File: src/rtl/clock_divider_multi.sv
// Multi-channel programmable clock/strobe divider with shadowed, glitch-free reconfiguration.
// Each channel switches to newly written settings only at a period boundary or while it is idle.

module clock_divider_multi_ch #(
   parameter int WIDTH   = 16,
   parameter int DEF_DIV = 0
) (
   input  logic             clk_i,
   input  logic             rst_i,
   input  logic             en_i,
   input  logic             wr_i,
   input  logic [WIDTH-1:0] div_i,
   input  logic             mode_i,
   output logic             clk_o,
   output logic             tick_o,
   output logic             pend_o
);

   logic [WIDTH-1:0] cnt_q, cnt_d;
   logic [WIDTH-1:0] div_q, div_d;
   logic [WIDTH-1:0] sdiv_q, sdiv_d;
   logic             mode_q, mode_d;
   logic             smode_q, smode_d;
   logic             pend_q, pend_d;
   logic             clk_q, clk_d;
   logic             tick_q, tick_d;
   logic             tc, xfer;

   always_comb begin
      cnt_d   = cnt_q;
      div_d   = div_q;
      mode_d  = mode_q;
      sdiv_d  = sdiv_q;
      smode_d = smode_q;
      pend_d  = pend_q;
      clk_d   = clk_q;
      tick_d  = 1'b0;
      tc      = en_i && (cnt_q == div_q);
      xfer    = pend_q && (tc || !en_i);

      if (en_i) begin
         if (tc) begin
            cnt_d  = '0;
            tick_d = 1'b1;
            clk_d  = mode_q ? 1'b1 : ~clk_q;
         end else begin
            cnt_d = cnt_q + WIDTH'(1);
            clk_d = mode_q ? 1'b0 : clk_q;
         end
      end else begin
         clk_d = mode_q ? 1'b0 : clk_q;
      end

      // The TC action above already used the old mode; new settings govern from next cycle.
      if (xfer) begin
         cnt_d  = '0;
         div_d  = sdiv_q;
         mode_d = smode_q;
         pend_d = 1'b0;
         if (!en_i && smode_q) clk_d = 1'b0;
      end

      // A write coinciding with a transfer lands in the shadow and stays pending.
      if (wr_i) begin
         sdiv_d  = div_i;
         smode_d = mode_i;
         pend_d  = 1'b1;
      end
   end

   always_ff @(posedge clk_i) begin
      if (rst_i) begin
         cnt_q   <= '0;
         div_q   <= WIDTH'(DEF_DIV);
         mode_q  <= 1'b0;
         sdiv_q  <= '0;
         smode_q <= 1'b0;
         pend_q  <= 1'b0;
         clk_q   <= 1'b0;
         tick_q  <= 1'b0;
      end else begin
         cnt_q   <= cnt_d;
         div_q   <= div_d;
         mode_q  <= mode_d;
         sdiv_q  <= sdiv_d;
         smode_q <= smode_d;
         pend_q  <= pend_d;
         clk_q   <= clk_d;
         tick_q  <= tick_d;
      end
   end

   assign clk_o  = clk_q;
   assign tick_o = tick_q;
   assign pend_o = pend_q;

endmodule

module clock_divider_multi #(
   parameter  int CHANNELS = 4,
   parameter  int WIDTH    = 16,
   parameter  int DEF_DIV  = 0,
   localparam int CH_W     = (CHANNELS > 1) ? $clog2(CHANNELS) : 1
) (
   input  logic                clk_i,
   input  logic                rst_i,
   input  logic [CHANNELS-1:0] en_i,
   input  logic                cfg_we_i,
   input  logic [CH_W-1:0]     cfg_ch_i,
   input  logic [WIDTH-1:0]    cfg_div_i,
   input  logic                cfg_mode_i,
   output logic [CHANNELS-1:0] clk_out_o,
   output logic [CHANNELS-1:0] tick_o,
   output logic [CHANNELS-1:0] cfg_pending_o
);

   // Addresses at or beyond CHANNELS match no instance and are dropped.
   for (genvar g = 0; g < CHANNELS; g++) begin : g_ch
      logic wr;
      assign wr = cfg_we_i && (cfg_ch_i == CH_W'(g));

      clock_divider_multi_ch #(
         .WIDTH  (WIDTH),
         .DEF_DIV(DEF_DIV)
      ) u_ch (
         .clk_i (clk_i),
         .rst_i (rst_i),
         .en_i  (en_i[g]),
         .wr_i  (wr),
         .div_i (cfg_div_i),
         .mode_i(cfg_mode_i),
         .clk_o (clk_out_o[g]),
         .tick_o(tick_o[g]),
         .pend_o(cfg_pending_o[g])
      );
   end

endmodule

File: config.mk
export PLATFORM = sky130hd
export DESIGN_NAME = clock_divider_multi
export DESIGN_NICKNAME = d
export VERILOG_FILES = /design/src/rtl/clock_divider_multi.sv
export SDC_FILE = /design/constraint.sdc
export NUM_CORES = 1
export LEC_CHECK = 0
export CAP_MARGIN = 20
export CORE_AREA = 2 2 132 134
export CTS_CLUSTER_DIAMETER = 150
export CTS_CLUSTER_SIZE = 14
export DETAILED_ROUTE_END_ITERATION = 10
export DIE_AREA = 0 0 134 136
export GPL_TIMING_DRIVEN = 1
export PLACE_DENSITY = 0.77
export SETUP_SLACK_MARGIN = 0.15
export SYNTH_ARGS = -nofsm -noshare
export SYNTH_HDL_FRONTEND = slang
export SYNTH_SLANG_ARGS = --single-unit
File: constraint.sdc
create_clock -name clk_i -period 1.9 [get_ports clk_i]
set_input_delay 0.38 -clock clk_i [delete_from_list [all_inputs] [get_ports clk_i]]
set_output_delay 0.38 -clock clk_i [all_outputs]
set_load 0.05 [all_outputs]
After elaboration in Yosys (flattened, before gate mapping):

Cells that the tools add are included.

* $add $sub $neg: 4
* equality and inequality tests: 7
* multiplexer cells: 40
* bitwise operators: 8
* reductions and logical operators: 37

Operator list (number)
* 16-bit by 1-bit adder with 16-bit output, second input constant: 4
* 16-bit equality test: 4
* 16-bit 2-to-1 mux: 4
* 1-bit 2-to-1 mux: 36
* 1-bit logical AND: 16
* 2-bit OR reduction: 8
* 1-bit inverter: 8
* 2-bit nonzero test: 4
* 2-bit equality test, second input constant: 2
* 1-bit logical NOT: 4
* 1-bit logical OR: 4
* 2-bit by 1-bit equality test with 1-bit output, second input constant: 1
* 2-bit logical NOT: 1

* register bits after elaboration: 212
* bits of input ports: 26
* output and inout bits: 12

Logic depth before layout (Yosys ltp):

* depth after elaboration: 6
* gate-level depth with buffers: 8

Modules after synthesis:

From an unflattened synthesis, not the netlist that was laid out.

* cell total of the unflattened synthesis: 1180
* area total of the unflattened synthesis: 10197.3 um2

By module, submodules not included
* clock_divider_multi_ch: times used 4, cells each 294, area each 2539.9 um2
* clock_divider_multi: times used 1, cells each 4, area each 37.5 um2

Worst setup path after synthesis:

No wires, ideal clock.

* path type: register to register
* start: register g_ch[3].u_ch.cnt_q[3]
* end: register g_ch[3].u_ch.cnt_q[11]
* setup time: 115 ps
* arrival: 1687 ps
* data required time: 1785 ps
* path slack: 98 ps
* cell stages (with the launch flop): 9
* path buffers: 3
* period minus slack after synthesis: 1802 ps
* cell sequence: dfxtp_1 buf_6 xnor2_1 nand4_1 o41a_1 buf_2 o21bai_4 buf_4 nor2_1

* word-level cells in the longest chain between the ends: 5

RTL lines
* start, declared: line 19 `logic [WIDTH-1:0] cnt_q, cnt_d;`
* start signal, assigned: line 82 `cnt_q <= cnt_d;`
* parallel branches: the longest is 5 deep, another holds 16-bit by 1-bit adder with 16-bit output

Several ways; the timed one is not identified.
A chain may end at the register's enable or synchronous reset.

Final worst setup path:

* start: register g_ch[3].u_ch.cnt_q[8]
* end: register g_ch[3].u_ch.div_q[5]

* word-level cells in the longest chain between the ends: 4

RTL lines
* 16-bit equality test: line 38 `tc = en_i && (cnt_q == div_q);`
* 1-bit logical AND: line 38
* 1-bit logical OR: line 39 `xfer = pend_q && (tc || !en_i);`
* 1-bit logical AND: line 39
* end signal, assigned: line 74 `div_q <= WIDTH'(DEF_DIV);`
* end signal, assigned: line 83 `div_q <= div_d;`
* end, declared: line 20 `logic [WIDTH-1:0] div_q, div_d;`

No other way between the ends.

==> summary.md <==
| Metric | Value |
|---|---|
| Initial DRC Count | 675 |
| Post-DP HPWL | between 10,000 and 15,000 um |
| Crit path DAT | around 2300 ps |
| Hold Crit Class | in -> reg |
| CTS tree | done |
| GP Congestion | 0.822 |
| Synth area leaders | dfxtp_1, xor2_1, a21oi_1 |
| Worst Path Required | approximately 2300 ps |
| DP Worst Slack | -117 ps |
| Slowest stage delay, CP | between 400 and 500 ps |
| Clock Sinks | 212 |
| Layout Nets | 1,187 |
| Max Fclk | just over 0.5 GHz |
| Clk pin slew, worst setup/hold paths | 70 ps |
| Placed cell count | around 1,300 |
| H-tree Lvls | 1 |
| Netlist Area Pre-Place | roughly 9000 um^2 |
| Met3 Use GR | 3.06% |
| Int Pwr | between 6 and 7 mW |
| CP endpoint kind | flip-flop |
| Failing checks | negative setup slack |
| RR Endpoint | g_ch[3].u_ch.div_q[5]$_SDFFE_PP0P_ |
| Final Hold Viols | 0 |
| I/O Pins | 38 |
| Clock share of power | between 30% and 40% |
| Clk buf depth | 3 |
| Die height | around 140 um |
| Mux contribution to synthesized area | less than 1% |
| Complex-gate fraction of the synthesized area | about 15% |
| CP startpoint kind | flip-flop |
| Core area | about 17,000 um^2 |
| Layout Area Growth over Synthesis | 28.1% |
| Status | finished, violations left |
| P_sw | roughly 2.2 mW |
| Number of enable flip-flop cells after synthesis | 0 |
| Global-route wire length before repair | ~35,000 um |
| Initial antenna violation count | 0 |
| GR Util met2 | about two fifths |
| Synth Area in XOR/XNOR | approximately 12% |
| Switching Fraction | 24.9% |
| Die ar. | between 15,000 and 20,000 um^2 |
| R2R Path Start | g_ch[3].u_ch.cnt_q[8]$_SDFFE_PP0P_ |
| Fraction of the mapped netlist area in adder cells | 0.550% |
| PwrDens | roughly 770 nW/um^2 |
| RSZ-0062 raised after global routing | true |
| Gate power share | about 11% |
| Clk_lat worst skew | ~500 ps |
| Hold_buf cts | 0 |
| Critical Path End | g_ch[3].u_ch.div_q[5]$_SDFFE_PP0P_ |
| Final wirelength | between 20,000 and 25,000 um |
| Avg Cell Area, Syn | between 8 and 9 um^2 |
| Initial core utilization | about 54% |
| Met1 global-route usage | 31.3% |
| DRC viols | 0 |
| Post-Layout Cell Count | ~1,400 |
| Critical Path Source | g_ch[3].u_ch.cnt_q[8]$_SDFFE_PP0P_ |
| Layout Utilization | between 60% and 70% |
| DRT Pass-1 Iters | 5 |
| Final worst slack | -57.6 ps |
| Largest net degree at the start of global routing | 57 |
| Worst path cell trace | xnor2_2, nand4_2, buf_6, o41a_1, buf_6, buf_12, o21ai_1, a21oi_1 |
| Final min period | 1960 ps |
| Row count | 48 |
| Total GRT Usage | a little under a quarter |
| Synth Instances | around 1,100 |
| Share of cells above drive strength 1 | between 20% and 30% |
| Synth unique cells | 55 |
| Port Buffer Count | 37 |
| Fraction of the mapped netlist area in simple logic gates | 21.3% |
| Post-synth top area share | between 40% and 50% |
| R2r worst-path depth | 8 |
| Pleak | 4.41 nW |
| Yosys warning total | 0 |
| Top_reg_cell synth | dfxtp_1 |
| Gr busiest metal | met2 |
| Antenna-violating nets left | 0 |
| Final setup fails | 31 |
| Ant. Diodes | 0 |
| Yosys top cell by area | dfxtp_1 |
| Seq cells post-synth | ~210 |
| CTS buffer count | 19 |
| Cell mode on critical path | buf_6 |
| Slew margin rel. | approximately half |
| Grt total ovfl | 0 |
| Reg2Reg Setup Slack | -60 ps |
| Type of the worst setup path | reg -> reg |
| Peak VDD IR | between 0.6 and 0.7 mV |
| WL/cell | between 15 and 20 um |
| Via-to-Cell Ratio | 5.70 |
| Fillcell total | ~1,200 |
| Via Count | between 7,000 and 8,000 |
| Final setup TNS | -717 ps |
| Worst slew pin tran | 773 ps |
| Fin crit share | 103% |
| Sequential fraction of the synthesis area | between 40% and 50% |
| Largest family of logic cells by synthesized area | simple AND/OR/NAND/NOR gates |
| Sequential share of power | about half |
| Die Wd | ~130 um |
| Synth Net Count | 1,087 |
| Slew Viols, Final | 0 |
| Max capacitance violation total | 0 |
| Critical-path top delay cell | o41a_1 |
| CTS root buf | clkbuf_16 |
| CP Max Fanout | 9 |
| Async S/R FF share, synth | 0% |
| Vias in the first global route | 7,229 |
| Max Clock Skew | ~15 ps |
[timing repair]
item	CTS	global route
cloned	7	7
pin swaps	27	66
buffers inserted	18	24
endpoints found under the hold margin	0	0
gates resized for setup	73	155
setup endpoints to repair	122	142
[layer usage]
| metal | up-vias | wire (um) |
|---|---|---|
| li1 | 3801 | - |
| met5 | - | 0 |
| met4 | 0 | 769 |
| met1 | 3780 | 10000 |
| met3 | 62 | 1330 |
| met2 | 241 | 11700 |
[state kept, by name (all words and copies together) (netlist names)]
signal             cells
g_ch.u_ch.clk_o        4
g_ch.u_ch.cnt_q       64
g_ch.u_ch.div_q       64
g_ch.u_ch.pend_o       4
g_ch.u_ch.mode_q       4
g_ch.u_ch.tick_o       4
g_ch.u_ch.sdiv_q      64
g_ch.u_ch.smode_q      4
[cells by family after synthesis]
family | after synthesis
compound gates | 227
xor+xnor | 120
fa+ha+maj | 4
buf+inv | 90
flops | 212
mux | 2
simple gates | 402
[cell usage in the layout, fill, tap and decap left out, types with 21 or more instances in the layout]
cell / instances
dfxtp_1: 169
nand2_1: 158
a21oi_1: 114
buf_4: 90
nor2_1: 87
xor2_1: 70
nand3b_1: 36
xnor2_1: 35
nand3_1: 34
dfxtp_2: 28
o21ai_1: 26
clkdlybuf4s50_1: 24
nand4_1: 22
clkbuf_16: 21
[critical path, delay by kind of cell, from the launching register on]
family                    cells  cell delay, ps
xor gates and xnor gates      1             180
AOI/OAI and AO/OA             3             680
buffers and inverters         3             450
and+or+nand+nor               1             160
DFF                           1             360
[Yosys cell counts, drive strengths merged (3+ instances only)]
cell type / instances
inv: 10
ha: 4
o21bai: 3
nand3: 34
nor4: 13
o21ai: 52
nand3b: 36
nor2: 96
a211o: 3
nand2: 158
xnor2: 40
nor3: 5
buf: 24
a22o: 17
and3: 12
and4: 4
a2111oi: 3
or2: 3
nor3b: 6
nand4: 24
a31oi: 6
nand2b: 5
xor2: 80
a21oi: 126
clkbuf: 56
dfxtp: 212
a32oi: 7
[layout make-up]
type / instances / area, um^2 / share of cell area (%)
multi-input cells: 755 / 4920 / 42.2
flip-flops and latches: 212 / 4340 / 37.2
repair buffers: 159 / 1590 / 13.6
clock buffers: 19 / 475 / 4.08
well taps: 225 / 282 / 2.41
inverters: 10 / 37.5 / 0.322
clock inverters: 2 / 25.0 / 0.215
[stage by stage]
stage	total power, mW	hold WS, ps	instance area [um^2]
floorplan	5.22	436	9140
global placement	5.47	442	10000
detailed placement	5.49	447	10000
CTS	8.89	268	10900
global route	9.23	295	11700
finish	8.94	277	11700
[worst min-delay path by stage]
stage | startpoint | slack (ps) | to | cells after the start
CTS | rst_i | 270 | g_ch[1].u_ch.cnt_q[7]$_SDFFE_PP0P_ | 2
floorplan | g_ch[1].u_ch.sdiv_q[0]$_SDFFE_PP0P_ | 440 | g_ch[1].u_ch.sdiv_q[0]$_SDFFE_PP0P_ | 2
global route | rst_i | 300 | g_ch[0].u_ch.cnt_q[3]$_SDFFE_PP0P_ | 2
detailed placement | g_ch[1].u_ch.sdiv_q[2]$_SDFFE_PP0P_ | 450 | g_ch[1].u_ch.sdiv_q[2]$_SDFFE_PP0P_ | 2
global placement | g_ch[0].u_ch.sdiv_q[8]$_SDFFE_PP0P_ | 440 | g_ch[0].u_ch.sdiv_q[8]$_SDFFE_PP0P_ | 2
finish | rst_i | 280 | g_ch[1].u_ch.cnt_q[7]$_SDFFE_PP0P_ | 2
[power groups by stage]
stage	sequential, mW	clock, mW	combinational (mW)
detailed placement	4.69	0	0.796
global placement	4.69	0	0.785
floorplan	4.67	0	0.546
CTS	4.58	3.46	0.851
finish	4.57	3.40	0.966
global route	4.58	3.63	1.02
No activity file was read; power rests on OpenSTA's default activity.
